### src/rtl/lc_tx_seq_pkg.sv
// Shared types for the life cycle enable sequencer: lc_tx_t encodings, FSM states, ack validity helper.
// LC_TX_SEQ_SPARSE_FSM_EN selects a 6-bit Hamming-distance-3 state encoding instead of dense binary.
package lc_tx_seq_pkg;

  localparam int unsigned TxWidth = 4;

  typedef logic [TxWidth-1:0] lc_tx_t;

  localparam lc_tx_t On  = 4'b1010;
  localparam lc_tx_t Off = 4'b0101;

`ifdef LC_TX_SEQ_SPARSE_FSM_EN
  typedef enum logic [5:0] {
    StOff     = 6'b000000,
    StWaitOn  = 6'b000111,
    StOn      = 6'b111000,
    StWaitOff = 6'b011011,
    StError   = 6'b101101
  } state_e;
`else
  typedef enum logic [2:0] {
    StOff     = 3'd0,
    StWaitOn  = 3'd1,
    StOn      = 3'd2,
    StWaitOff = 3'd3,
    StError   = 3'd4
  } state_e;
`endif

  function automatic logic lc_tx_valid(lc_tx_t val);
    return (val == On) || (val == Off);
  endfunction

endpackage

### src/rtl/lc_tx_ack_check.sv
// Reduces NumRx lc_tx_t acknowledgments to all-On / all-Off / any-invalid flags.
module lc_tx_ack_check
  import lc_tx_seq_pkg::*;
#(
  parameter int unsigned NumRx = 2
) (
  input  lc_tx_t [NumRx-1:0] ack_i,
  output logic               all_on_o,
  output logic               all_off_o,
  output logic               any_invalid_o
);

  always_comb begin
    all_on_o      = 1'b1;
    all_off_o     = 1'b1;
    any_invalid_o = 1'b0;
    for (int unsigned i = 0; i < NumRx; i++) begin
      all_on_o      = all_on_o & (ack_i[i] == On);
      all_off_o     = all_off_o & (ack_i[i] == Off);
      any_invalid_o = any_invalid_o | ~lc_tx_valid(ack_i[i]);
    end
  end

endmodule

### src/rtl/lc_tx_seq_ctrl.sv
// Sequences an lc_tx_t enable toward NumRx receivers with dwell, ack wait, timeout and sticky error.
// Build option: LC_TX_SEQ_SPARSE_FSM_EN (sparse state encoding, see lc_tx_seq_pkg).
module lc_tx_seq_ctrl
  import lc_tx_seq_pkg::*;
#(
  parameter int unsigned NumRx         = 2,
  parameter int unsigned MinHoldCycles = 4,
  parameter int unsigned AckTimeout    = 64
) (
  input  logic               clk_i,
  input  logic               rst_i,
  input  logic               req_en_i,
  input  lc_tx_t [NumRx-1:0] ack_i,
  output lc_tx_t             lc_en_o,
  output logic               busy_o,
  output logic               done_o,
  output logic               err_o
);

  localparam int unsigned CntMax   = (MinHoldCycles > AckTimeout) ? MinHoldCycles : AckTimeout;
  localparam int unsigned CntWidth = $clog2(CntMax + 1);

  typedef logic [CntWidth-1:0] cnt_t;

  localparam cnt_t DwellMax = cnt_t'(MinHoldCycles);
  localparam cnt_t TmoLast  = cnt_t'(AckTimeout - 1);

  state_e state_q, state_d;
  cnt_t   dwell_q, dwell_d;
  cnt_t   tmo_q, tmo_d;
  logic   inv_q, inv_d;
  logic   done_q, done_d;
  lc_tx_t lc_en_q, lc_en_d;

  logic all_on, all_off, any_invalid;

  lc_tx_ack_check #(
    .NumRx(NumRx)
  ) u_ack_check (
    .ack_i         (ack_i),
    .all_on_o      (all_on),
    .all_off_o     (all_off),
    .any_invalid_o (any_invalid)
  );

  always_comb begin
    state_d = state_q;
    dwell_d = dwell_q;
    tmo_d   = tmo_q;
    inv_d   = 1'b0;
    done_d  = 1'b0;
    case (state_q)
      StOff: begin
        if (dwell_q != DwellMax) dwell_d = dwell_q + cnt_t'(1);
        if (req_en_i && (dwell_q == DwellMax)) begin
          state_d = StWaitOn;
          dwell_d = '0;
          tmo_d   = '0;
        end
      end
      StWaitOn: begin
        tmo_d   = tmo_q + cnt_t'(1);
        inv_d   = any_invalid;
        dwell_d = '0;
        // completion takes priority over both error causes
        if (all_on) begin
          state_d = StOn;
          done_d  = 1'b1;
        end else if ((any_invalid && inv_q) || (tmo_q == TmoLast)) begin
          state_d = StError;
        end
      end
      StOn: begin
        if (dwell_q != DwellMax) dwell_d = dwell_q + cnt_t'(1);
        if (!req_en_i && (dwell_q == DwellMax)) begin
          state_d = StWaitOff;
          dwell_d = '0;
          tmo_d   = '0;
        end
      end
      StWaitOff: begin
        tmo_d   = tmo_q + cnt_t'(1);
        inv_d   = any_invalid;
        dwell_d = '0;
        if (all_off) begin
          state_d = StOff;
          done_d  = 1'b1;
        end else if ((any_invalid && inv_q) || (tmo_q == TmoLast)) begin
          state_d = StError;
        end
      end
      StError: begin
        state_d = StError;
      end
      default: begin
        state_d = StError;
      end
    endcase
    // output flop is loaded from the next state so lc_en_o tracks state_q without extra latency
    lc_en_d = ((state_d == StWaitOn) || (state_d == StOn)) ? On : Off;
  end

  always_ff @(posedge clk_i or posedge rst_i) begin
    if (rst_i) begin
      state_q <= StOff;
      dwell_q <= '0;
      tmo_q   <= '0;
      inv_q   <= 1'b0;
      done_q  <= 1'b0;
      lc_en_q <= Off;
    end else begin
      state_q <= state_d;
      dwell_q <= dwell_d;
      tmo_q   <= tmo_d;
      inv_q   <= inv_d;
      done_q  <= done_d;
      lc_en_q <= lc_en_d;
    end
  end

  assign lc_en_o = lc_en_q;
  assign busy_o  = (state_q == StWaitOn) || (state_q == StWaitOff);
  assign done_o  = done_q;
  assign err_o   = (state_q == StError);

endmodule

### config.mk
export PLATFORM = sky130hd
export DESIGN_NAME = lc_tx_seq_ctrl
export DESIGN_NICKNAME = d
export VERILOG_FILES = /design/src/rtl/lc_tx_seq_pkg.sv /design/src/rtl/lc_tx_ack_check.sv /design/src/rtl/lc_tx_seq_ctrl.sv
export SDC_FILE = /design/constraint.sdc
export NUM_CORES = 1
export LEC_CHECK = 0
export BUFFER_PORTS_ARGS = -buffer_cell sky130_fd_sc_hd__buf_2
export CORE_UTILIZATION = 50
export CTS_CLUSTER_SIZE = 8
export DETAILED_ROUTE_END_ITERATION = 16
export PLACE_DENSITY = 0.77
export REMOVE_ABC_BUFFERS = 1
export SETUP_SLACK_MARGIN = 0.05
export SYNTH_ARGS = -nofsm -noshare
export SYNTH_HDL_FRONTEND = slang
export SYNTH_SLANG_ARGS = --single-unit
### constraint.sdc
create_clock -name clk_i -period 4.1 [get_ports clk_i]
set_input_delay 0.82 -clock clk_i [delete_from_list [all_inputs] [get_ports clk_i]]
set_output_delay 0.82 -clock clk_i [all_outputs]
set_load 0.02 [all_outputs]
==> out/metrics.yaml <==
synthesis:
  syn_inst: 124
  ys_seq_area_frac: 0.436
  synth_largest_area_cell: "dfrtp_1"
  synthesis.area_um2: 1210
  synth-seq-cells: 21
  yosys.cell_types.count: 40
  avgSynthCellArea_um2: 9.75
  synth_warnings: 0
  yosys-top-cells-area: "dfrtp_1, o21ai_1, nand2_1"
  yosysTopAreaCellShare: 0.414
critical_path:
  endpoint_kind: "output pin"
  crit_fanout: 11
  rr_worst_depth: 5
  reg2reg_to: "lc_en_o[1]$_DFF_PP0_"
  worstPathArrival_ns: 1.85
  start_kind: "register"
  required_ns: 3.28
  rr_startpoint: "state_q[2]$_DFF_PP0_"
  worstSetupPathType: "reg2out"
  r2r_setup_slack_ns: 2.31
min_path:
  min_to: "tmo_q[2]$_DFFE_PP0P_"
  min_from: "tmo_q[2]$_DFFE_PP0P_"
  min_path_type: "reg2reg"
  min_path_cells: 1
place:
  dp_slack_ns: 1.80
  gp_congestion: 0.823
  place_area_um2: 1290
  io_buffers: 17
  dp_hpwl_um: 1610
layout:
  area_growth_pct: 8.80
  nFillCells: 200
  postLayoutCellArea_um2: 1320
  fin_util: 0.583
  insertedDiodeCount: 0
  drive_above_1_share: 0.216
  final_nets: 154
clock_network:
  path_clk_slew_ns: 0.11
  tritoncts: "done"
  cts_resized: 0
  cts_setup_buffers: 0
  htreeDepth: 1
  cts_buffers: 3
  clock_latency_ns: 0.30
  holdBufCountCts: 0
  cts_root_buf: "clkbuf_4"
  cts.sinks: 21
  clk_path_buf_depth: 2
sta:
  fin_crit_ns: 2.67
  clock_skew_ns: 0.00189
  fin_crit_sh: 0.651
  maxSlewHeadroom: 0.477
  slew_violations: 0
  rsz0062_at_grt: "no"
  layout_setup_ws_ns: 1.43
  tns_ns: 0
  worst_pin_slew_ns: 0.784
  setup_viol_count_final: 0
  finalHoldViolCount: 0
  fmax_mhz: 375
floorplanning:
  die_x_um: 51.2
  initial_core_util: 0.536
  rows: 17
  fp.dieH_um: 51.2
  core-area_um2: 2250
  die_area_um2: 2620
  ios: 18
global_route:
  grt_first_pass_wirelength_um: 3530
  grt_max_degree: 22
  first_global_vias: 869
  antenna_found_initial: 0
  gr-total-overflow: 0
  track_usage: 0.187
pwr:
  power_frac_clock: 0.307
  ir_drop_mv: 0.185
  p_sw_frac: 0.216
  power_mw: 0.318
  p_int_mw: 0.249
  p_per_area_nw_per_um2: 242
  p_leak_nw: 0.592
  p_sw_mw: 0.0685
  combPwrFrac: 0.041
  p_seq_frac: 0.652
routing:
  vias_per_cell: 5.63
  routed_wl_um: 2140
  ant_nets: 0
  wl_per_cell_um: 12.8
  vias: 941
  drcViolationCount: 0
  drt_iter0_markers: 13
  drtPass1Iterations: 4
run_status:
  status: "finished clean"
flow_run:
  cap_violations: 0
-- power groups by stage --
stage / sequential [mW] / combinational (mW) / clock, mW
finish: 0.207 / 0.0130 / 0.0976
CTS: 0.207 / 0.0135 / 0.102
floorplan: 0.211 / 0.00637 / 0
global route: 0.207 / 0.0146 / 0.112
global placement: 0.211 / 0.0127 / 0
detailed placement: 0.211 / 0.0134 / 0
-- cells by family (layout without fill, tap and decap cells) --
family | count (synthesis) | after routing | synth area share
simple gates | 49 | 49 | 0.234
xor+xnor | 3 | 3 | 0.0280
fa+ha+maj | 3 | 3 | 0.0311
flops | 21 | 21 | 0.436
mux | 2 | 2 | 0.0186
buf+inv | 12 | 27 | 0.0528
compound gates | 34 | 34 | 0.200
-- layer usage --
layer / GRT usage / wire length, um / up-vias
li1: - / - / 476
met1: 0.216 / 998 / 440
met2: 0.309 / 1010 / 19
met3: 0.0387 / 70 / 6
met4: 0.125 / 58 / 0
met5: 0 / 0 / -
-- registers in the layout, summed over array words and instances (netlist names) --
signal   count
inv_q        1
state_q      3
done_o       1
dwell_q      7
lc_en_o      2
tmo_q        7
-- area by class of cell --
cell class | count | area (um2) | area share
Clock inverter | 1 | 5.00 | 0.00381
Timing Repair Buffer | 17 | 85.1 | 0.0647
Inverter | 6 | 22.5 | 0.0171
Multi-Input combinational cell | 91 | 618 | 0.470
Tap cell | 28 | 35.0 | 0.0266
Clock buffer | 3 | 22.5 | 0.0171
Sequential cell | 21 | 527 | 0.401
-- worst max-delay path, stage by stage (launching register included) --
cell and delay (ns):
dfrtp_1 0.56, clkinv_1 0.34, nand2_1 0.30, inv_1 0.16, buf_2 0.19
-- layout by cell type (no fill, tap or decap), types with 2 or more instances in the layout --
cell type  count
a21oi_1        4
a22o_1         2
and2_1         4
and3_1         4
and4bb_1       4
buf_2         17
clkbuf_4       3
dfrtp_1       20
ha_1           3
inv_1          5
mux2_2         2
nand2_1       14
nand2b_1       2
nand3_1        4
nor2_1         9
nor3_1         2
nor3b_1        2
o21ai_0        4
o21ai_1       12
o31ai_1        3
-- synthesized netlist by cell type --
master / instances
nand2_1: 14
dfrtp_1: 20
nor2_4: 1
dfstp_2: 1
nor3_1: 2
a211o_1: 1
and2_1: 4
a31oi_1: 1
buf_6: 1
or2_1: 1
clkbuf_4: 1
o21ai_0: 4
xor2_2: 1
nand2b_1: 2
mux2_2: 2
o22ai_1: 1
o21ai_1: 12
and3b_1: 1
o31ai_1: 3
a31o_1: 1
nor3b_1: 2
ha_1: 3
clkbuf_1: 2
inv_1: 5
o32a_1: 1
buf_4: 2
xor2_1: 1
and4bb_2: 1
xnor2_1: 1
a2bb2oi_2: 1
a21oi_1: 4
clkinv_1: 1
and3_1: 4
a31oi_4: 1
nand3_1: 4
nor2_1: 9
o32ai_1: 1
a41oi_2: 1
a22o_1: 2
and4bb_1: 4
-- how the worst max path moves through the flow --
| stage | start | cells past startpoint | slack, ns | to |
|---|---|---|---|---|
| 6_report | state_q[2]$_DFF_PP0_ | 4 | 1.43 | busy_o |
| 5_1_grt | state_q[2]$_DFF_PP0_ | 4 | 1.24 | busy_o |
| 4_1_cts | state_q[2]$_DFF_PP0_ | 4 | 1.44 | busy_o |
| 3_5_place_dp | state_q[2]$_DFF_PP0_ | 4 | 1.80 | busy_o |
| 3_3_place_gp | state_q[2]$_DFF_PP0_ | 4 | 1.89 | busy_o |
| 2_1_floorplan | state_q[2]$_DFF_PP0_ | 2 | 2.03 | err_o |
-- metrics by stage --
step,cells,hold slack [ns]
CTS,167,0.498
global placement,163,0.477
detailed placement,163,0.482
finish,167,0.499
floorplan,118,0.448
global route,167,0.527
Note: power is estimated with default switching activity, not from simulation.
